==> src/rtl/main_control_fsm.sv <==
`default_nettype none
// main_control_fsm: multicycle MIPS-subset controller with retired-instruction
// counter and illegal-opcode flag. Rev 1.0
module main_control_fsm (
  input  logic        clk,
  input  logic        rst_n,
  input  logic [5:0]  Op,
  input  logic        MemRdy,
  input  logic        Zero,
  output logic        PCWrite,
  output logic        PCWriteCond,
  output logic        PCEn,
  output logic        IorD,
  output logic        MemRead,
  output logic        MemWrite,
  output logic        MemtoReg,
  output logic        IRWrite,
  output logic        RegDst,
  output logic        RegWrite,
  output logic        ALUSrcA,
  output logic [1:0]  ALUSrcB,
  output logic [1:0]  PCSource,
  output logic [2:0]  ALUOp,
  output logic [3:0]  State,
  output logic        IllegalOp,
  output logic [15:0] InstrCount
);

  typedef enum logic [3:0] {
    S_FETCH  = 4'd0,  S_DECODE = 4'd1,  S_MEMADR = 4'd2,  S_MEMRD  = 4'd3,
    S_MEMWB  = 4'd4,  S_MEMWR  = 4'd5,  S_EXEC   = 4'd6,  S_ALUWB  = 4'd7,
    S_BRANCH = 4'd8,  S_JUMP   = 4'd9,  S_ADDIEX = 4'd10, S_ADDIWB = 4'd11
  } state_t;

  typedef struct packed {
    logic       pc_write;
    logic       pc_write_cond;
    logic       iord;
    logic       mem_read;
    logic       mem_write;
    logic       mem_to_reg;
    logic       reg_dst;
    logic       reg_write;
    logic       alu_src_a;
    logic [1:0] alu_src_b;
    logic [1:0] pc_source;
    logic [2:0] alu_op;
  } ctl_t;

  localparam logic [5:0] OP_RTYPE = 6'b000000;
  localparam logic [5:0] OP_LW    = 6'b100011;
  localparam logic [5:0] OP_SW    = 6'b101011;
  localparam logic [5:0] OP_BEQ   = 6'b000100;
  localparam logic [5:0] OP_J     = 6'b000010;
  localparam logic [5:0] OP_ADDI  = 6'b001000;

  localparam logic [2:0] ALU_RTYPE = 3'b000;
  localparam logic [2:0] ALU_ADD   = 3'b001;
  localparam logic [2:0] ALU_SUB   = 3'b010;

  state_t        r_state;
  state_t        w_next;
  ctl_t          r_ctl;
  logic          r_illegal;
  logic [15:0]   r_instr_count;
  logic          w_retire;
  logic          w_illegal;
  logic          w_fetch_rdy;

  // Moore control word for a state; registered against the next state so the
  // outputs line up with State in the same cycle.
  function automatic ctl_t f_decode(input state_t s);
    ctl_t c;
    c = '0;
    case (s)
      S_FETCH:  begin c.mem_read = 1'b1; c.alu_src_b = 2'b01; c.alu_op = ALU_ADD; end
      S_DECODE: begin c.alu_src_b = 2'b11; c.alu_op = ALU_ADD; end
      S_MEMADR, S_ADDIEX: begin
        c.alu_src_a = 1'b1; c.alu_src_b = 2'b10; c.alu_op = ALU_ADD;
      end
      S_MEMRD:  begin c.mem_read = 1'b1; c.iord = 1'b1; end
      S_MEMWR:  begin c.mem_write = 1'b1; c.iord = 1'b1; end
      S_MEMWB:  begin c.reg_write = 1'b1; c.mem_to_reg = 1'b1; end
      S_EXEC:   begin c.alu_src_a = 1'b1; c.alu_op = ALU_RTYPE; end
      S_ALUWB:  begin c.reg_write = 1'b1; c.reg_dst = 1'b1; end
      S_ADDIWB: c.reg_write = 1'b1;
      S_BRANCH: begin
        c.alu_src_a = 1'b1; c.alu_op = ALU_SUB; c.pc_write_cond = 1'b1; c.pc_source = 2'b01;
      end
      S_JUMP:   begin c.pc_write = 1'b1; c.pc_source = 2'b10; end
      default:  c = '0;
    endcase
    return c;
  endfunction

  always_comb begin
    w_next = S_FETCH;
    case (r_state)
      S_FETCH:  w_next = MemRdy ? S_DECODE : S_FETCH;
      S_DECODE: begin
        case (Op)
          OP_LW, OP_SW: w_next = S_MEMADR;
          OP_RTYPE:     w_next = S_EXEC;
          OP_BEQ:       w_next = S_BRANCH;
          OP_J:         w_next = S_JUMP;
          OP_ADDI:      w_next = S_ADDIEX;
          default:      w_next = S_FETCH;
        endcase
      end
      S_MEMADR: w_next = (Op == OP_SW) ? S_MEMWR : S_MEMRD;
      S_MEMRD:  w_next = MemRdy ? S_MEMWB : S_MEMRD;
      S_MEMWR:  w_next = MemRdy ? S_FETCH : S_MEMWR;
      S_EXEC:   w_next = S_ALUWB;
      S_ADDIEX: w_next = S_ADDIWB;
      default:  w_next = S_FETCH;
    endcase
  end

  // Only completed instructions retire; the DECODE bail-out is excluded.
  assign w_retire  = (r_state inside {S_MEMWB, S_ALUWB, S_BRANCH, S_JUMP, S_ADDIWB}) ||
                     ((r_state == S_MEMWR) && MemRdy);
  assign w_illegal = (r_state == S_DECODE) && (w_next == S_FETCH);

  always_ff @(posedge clk or negedge rst_n) begin
    if (!rst_n) begin
      r_state       <= S_FETCH;
      r_ctl         <= f_decode(S_FETCH);
      r_illegal     <= 1'b0;
      r_instr_count <= 16'd0;
    end else begin
      r_state   <= w_next;
      r_ctl     <= f_decode(w_next);
      r_illegal <= w_illegal;
      if (w_retire)
        r_instr_count <= r_instr_count + 16'd1;
    end
  end

  assign w_fetch_rdy = (r_state == S_FETCH) && MemRdy;

  assign PCWrite     = r_ctl.pc_write | w_fetch_rdy;
  assign IRWrite     = w_fetch_rdy;
  assign PCWriteCond = r_ctl.pc_write_cond;
  assign PCEn        = PCWrite | (PCWriteCond & Zero);
  assign IorD        = r_ctl.iord;
  assign MemRead     = r_ctl.mem_read;
  assign MemWrite    = r_ctl.mem_write;
  assign MemtoReg    = r_ctl.mem_to_reg;
  assign RegDst      = r_ctl.reg_dst;
  assign RegWrite    = r_ctl.reg_write;
  assign ALUSrcA     = r_ctl.alu_src_a;
  assign ALUSrcB     = r_ctl.alu_src_b;
  assign PCSource    = r_ctl.pc_source;
  assign ALUOp       = r_ctl.alu_op;
  assign State       = r_state;
  assign IllegalOp   = r_illegal;
  assign InstrCount  = r_instr_count;

endmodule
`default_nettype wire

==> config.mk <==
export PLATFORM = sky130hd
export DESIGN_NAME = main_control_fsm
export DESIGN_NICKNAME = d
export VERILOG_FILES = /design/src/rtl/main_control_fsm.sv
export SDC_FILE = /design/constraint.sdc
export NUM_CORES = 1
export LEC_CHECK = 0
export CAP_MARGIN = 20
export CORE_MARGIN = 5
export CORE_UTILIZATION = 43
export DETAILED_ROUTE_END_ITERATION = 16
export GPL_ROUTABILITY_DRIVEN = 0
export PLACE_DENSITY = 0.81
export SLEW_MARGIN = 20
export SYNTH_ARGS = -nofsm -noshare
export SYNTH_HDL_FRONTEND = slang
export SYNTH_SLANG_ARGS = --single-unit
==> constraint.sdc <==
create_clock -name clk -period 2.9 [get_ports clk]
set_clock_uncertainty 0.05 [all_clocks]
set_input_delay 0.58 -clock clk [delete_from_list [all_inputs] [get_ports clk]]
set_output_delay 0.58 -clock clk [all_outputs]
set_load 0.03 [all_outputs]
==> results.rst <==
.. list-table::
   :header-rows: 1

   * - Metric
     - Value
   * - Initial standard-cell utilization of the core
     - 44.7%
   * - Worst-case reg-to-reg path depth
     - 5
   * - Main synth FF type
     - sky130_fd_sc_hd__dfrtp_1
   * - First DRT Iteration DRCs
     - 51
   * - Fraction of power consumed by the clock network
     - 22.9%
   * - Wire length of the first global-routing pass
     - 6.19 mm
   * - Total iterations of the first detailed-routing run
     - 4
   * - Post-route worst setup slack
     - 245 ps
   * - Highest Clock Rate
     - 377 MHz
   * - Unrepaired setup endpoints after global routing
     - no
   * - Number of H-tree branching levels
     - 2
   * - Sequential share of power
     - 36.9%
   * - Number of antenna violations at the first check in global routing
     - 0
   * - Data arrival time of the worst path
     - 2030 ps
   * - Area enclosed by the die boundary
     - 0.00514 mm²
   * - Number of different library cells in the post-synthesis netlist
     - 45
   * - Number of global-route vias before repair
     - 1375
   * - Area of the mapped netlist
     - 0.00164 mm²
   * - Number of clock sinks seen by CTS
     - 35
   * - Maximum number of pins on one net before global-route repair
     - 36
   * - Share of synthesized area spent on multiplexers
     - 0.689%
   * - Master cell of the clock root buffer
     - sky130_fd_sc_hd__clkbuf_8
   * - Setup violation total in the final timing report
     - 0
   * - Minimum hold slack
     - 443 ps
   * - Max IR drop VDD
     - 0.334 mV
   * - Compound-cell area share of the yosys netlist
     - 8.49%
   * - GRT Residual Overflow
     - 0
   * - Post-synth net total
     - 160
   * - Capture point of the worst path
     - PCEn
   * - Tmin final
     - 2660 ps
   * - Terminus of the critical flop-to-flop path
     - IorD
   * - Slew @ Worst Pin
     - 822 ps
   * - Width of the chip
     - 71.7 µm
   * - Sw frac
     - 37.2%
   * - Final Cycle Share
     - 91.6%
   * - Worst-case register-to-register setup slack
     - 540 ps
   * - Total of fill cells in the finished design
     - 297
   * - Main combinational cell family by area after synthesis
     - simple AND/OR/NAND/NOR gates
   * - Diode insertion count for antenna repair
     - 0
   * - Area Growth Syn to Fin
     - 37.6%
   * - WP data required
     - 2270 ps
   * - Final Hold Violating Endpoints
     - 0
   * - Logic gate share of total power
     - 40.3%
   * - Count of buffers from port buffering
     - 47
   * - Detailed Place HPWL
     - 2.73 mm
   * - Gate count of the mapped netlist
     - 149
   * - Post-Synth Adder-Cell Area
     - 0.765%
   * - Sequential share of the synthesized area
     - 53.8%
   * - Total Wirelength
     - 3.55 mm
   * - Max cap viols
     - 0
   * - Routed len/inst
     - 14.3 µm
   * - Share of layout cells above drive strength 1
     - 11.5%
   * - Post-cts gate resize count
     - 0
   * - Worst-Skew Late Latency
     - 280 ps
   * - Power density over cell area
     - 822 mW/mm²
   * - Number of flip-flops and latches in the synthesized netlist
     - 35
   * - Via count
     - 1302
   * - Post-route cell area
     - 0.00225 mm²
   * - Post-route ant nets
     - 0
   * - Critical Path End Type
     - output port
   * - Async set-or-reset flop fraction in the synthesized netlist
     - 100%
   * - Launch instance of the worst register-to-register path
     - State[2]
   * - Buffer levels on the longest clock path
     - 2
   * - Fraction of the mapped netlist area in simple logic gates
     - 24.2%
   * - Core ar.
     - 0.00366 mm²
   * - Category of the worst setup path launch point
     - primary input
   * - Outcome
     - completed
   * - Mapped Avg Cell Area
     - 11.0 µm²
   * - Total DRC errors in the routed layout
     - 0
   * - Min-delay worst type
     - flip-flop to flip-flop
   * - Placement row count
     - 22
   * - Post-CTS Repair Setup Buffers
     - 0
   * - Post-synthesis xor/xnor area fraction
     - 9.10%
   * - Internal power
     - 0.00116 W
   * - Switching power
     - 0.000688 W
   * - Slew Limit Fails
     - 0
   * - EDFF count, synth
     - 0
   * - Placement Setup Slack
     - 151 ps
   * - Post-CTS Hold Fix Bufs
     - 0
   * - # IOs
     - 49
   * - Maximum fanout count along the critical path
     - 7
   * - Clock transition at path regs
     - 70 ps
   * - Max-Slew Margin vs Limit
     - 44.4%
   * - Hold Path Cell Cnt
     - 1
   * - Worst setup path class
     - primary input to output port
   * - Vertical die dimension
     - 71.7 µm
   * - Cell leakage power
     - 0.990 nW
   * - Combined global-route utilization of all metal layers
     - 15.2%
   * - Launching instance or port of the critical path
     - MemRdy
   * - Placed cell area
     - 0.00214 mm²
   * - FF/Latch Area
     - 880 µm²
   * - Average vias per placed instance
     - 5.25
   * - Area taken by multi-input logic gates
     - 711 µm²
   * - Inserted Clock Buffers
     - 5
   * - Number of warnings reported in the yosys synthesis log
     - 0
   * - Setup TNS
     - 0 ps
   * - # nets final
     - 210
   * - TritonCTS clock tree
     - yes
[routing by layer]
layer  wire (µm)  track usage (%)  vias to the layer above  part of all wire (%)
li1            -                -                      629                     -
met1        1460             17.5                      626                    41
met2        1820             26.0                       41                    51
met3         226             5.19                        6                   6.4
met4          47             5.85                        0                   1.3
met5           0                0                        -                     0
[worst max-delay path, cell delays in order]
cell and delay [ps]:
sky130_fd_sc_hd__clkdlybuf4s50_1 570, sky130_fd_sc_hd__nand2_1 100, sky130_fd_sc_hd__or3_1 410, sky130_fd_sc_hd__nand2b_1 130
sky130_fd_sc_hd__a21o_1 90, sky130_fd_sc_hd__buf_4 150
[state kept, by name (all words and copies together) (netlist names), 2 cells and up]
| signal | count |
|---|---|
| ALUSrcB | 2 |
| PCSource | 2 |
| ALUOp | 2 |
| InstrCount | 16 |
| State | 4 |
[how the worst min path moves through the flow]
stage              startpoint              to  slack [ps]
2_1_floorplan           rst_n        ALUOp[1]         230
3_3_place_gp   InstrCount[15]  InstrCount[15]         410
3_5_place_dp   InstrCount[10]  InstrCount[10]         440
4_1_cts        InstrCount[10]  InstrCount[10]         450
5_1_grt        InstrCount[12]  InstrCount[12]         470
6_report       InstrCount[15]  InstrCount[15]         440
[cells by family (layout without fill, tap and decap cells)]
logic type | count (synthesis) | after routing
AND/OR/NAND/NOR | 63 | 63
flip-flops | 35 | 35
AO/OA/AOI/OAI | 21 | 21
XOR/XNOR | 17 | 17
buffers and inverters | 10 | 61
adder cells (fa/ha/maj) | 1 | 1
other | 1 | 1
multiplexers | 1 | 1
[layout make-up]
| class | instances | area share (%) |
|---|---|---|
| Sequential cell | 35 | 39.1 |
| Multi-Input combinational cell | 104 | 31.6 |
| Timing Repair Buffer | 49 | 21.2 |
| Clock buffer | 7 | 3.39 |
| Tap cell | 48 | 2.67 |
| Clock inverter | 1 | 1.33 |
| Inverter | 4 | 0.667 |
[power groups by stage]
stage	clock network, W	logic [W]	registers (W)
after global placement	0	0.000734	0.000687
after CTS	0.000437	0.000749	0.000683
after global routing	0.000453	0.000796	0.000700
after detailed placement	0	0.000744	0.000692
after floorplan	0	0.000327	0.000821
final	0.000423	0.000744	0.000682
[placed cells by master (no fill, tap or decap), types with 2 or more instances in the layout]
cell and count:
sky130_fd_sc_hd__nand4_1 4, sky130_fd_sc_hd__and3_1 4, sky130_fd_sc_hd__nor3_1 5, sky130_fd_sc_hd__or3_1 3
sky130_fd_sc_hd__nand3_1 5, sky130_fd_sc_hd__dfstp_2 3, sky130_fd_sc_hd__nor3b_1 4, sky130_fd_sc_hd__buf_4 5
sky130_fd_sc_hd__o21a_1 2, sky130_fd_sc_hd__or4_1 2, sky130_fd_sc_hd__clkdlybuf4s50_1 44, sky130_fd_sc_hd__or4b_4 2
sky130_fd_sc_hd__nand2_1 10, sky130_fd_sc_hd__clkbuf_8 5, sky130_fd_sc_hd__clkbuf_1 2, sky130_fd_sc_hd__a21o_1 2
sky130_fd_sc_hd__nand2b_1 2, sky130_fd_sc_hd__inv_1 4, sky130_fd_sc_hd__xnor2_1 12, sky130_fd_sc_hd__dfrtp_1 32
sky130_fd_sc_hd__nor2_1 11, sky130_fd_sc_hd__xor2_1 5, sky130_fd_sc_hd__o21ai_0 5, sky130_fd_sc_hd__a21oi_1 4
[synth_stat cells, types with 3 or more instances]
master                     n  area [µm²]
sky130_fd_sc_hd__buf_2     3        15.0
sky130_fd_sc_hd__dfrtp_1  32         801
sky130_fd_sc_hd__and3_1    4        25.0
sky130_fd_sc_hd__or3_1     3        18.8
sky130_fd_sc_hd__xor2_1    5        43.8
sky130_fd_sc_hd__inv_1     4        15.0
sky130_fd_sc_hd__dfstp_2   3        78.8
sky130_fd_sc_hd__nor3_1    5        25.0
sky130_fd_sc_hd__nor3b_1   4        30.0
sky130_fd_sc_hd__nand4_1   4        25.0
sky130_fd_sc_hd__a21oi_1   4        20.0
sky130_fd_sc_hd__nand3_1   5        25.0
sky130_fd_sc_hd__xnor2_1  12         105
sky130_fd_sc_hd__nor2_1   11        41.3
sky130_fd_sc_hd__nand2_1  10        37.5
sky130_fd_sc_hd__o21ai_0   5        25.0
[through the flow]
stage | utilization, % | total power, W | cells
after floorplan | - | 0.00115 | 149
after global placement | 58.5 | 0.00142 | 240
after detailed placement | 58.5 | 0.00144 | 240
after CTS | 61.4 | 0.00187 | 248
after global routing | 61.4 | 0.00195 | 248
final | 61.4 | 0.00185 | 248
Note: power is estimated with default switching activity, not from simulation.
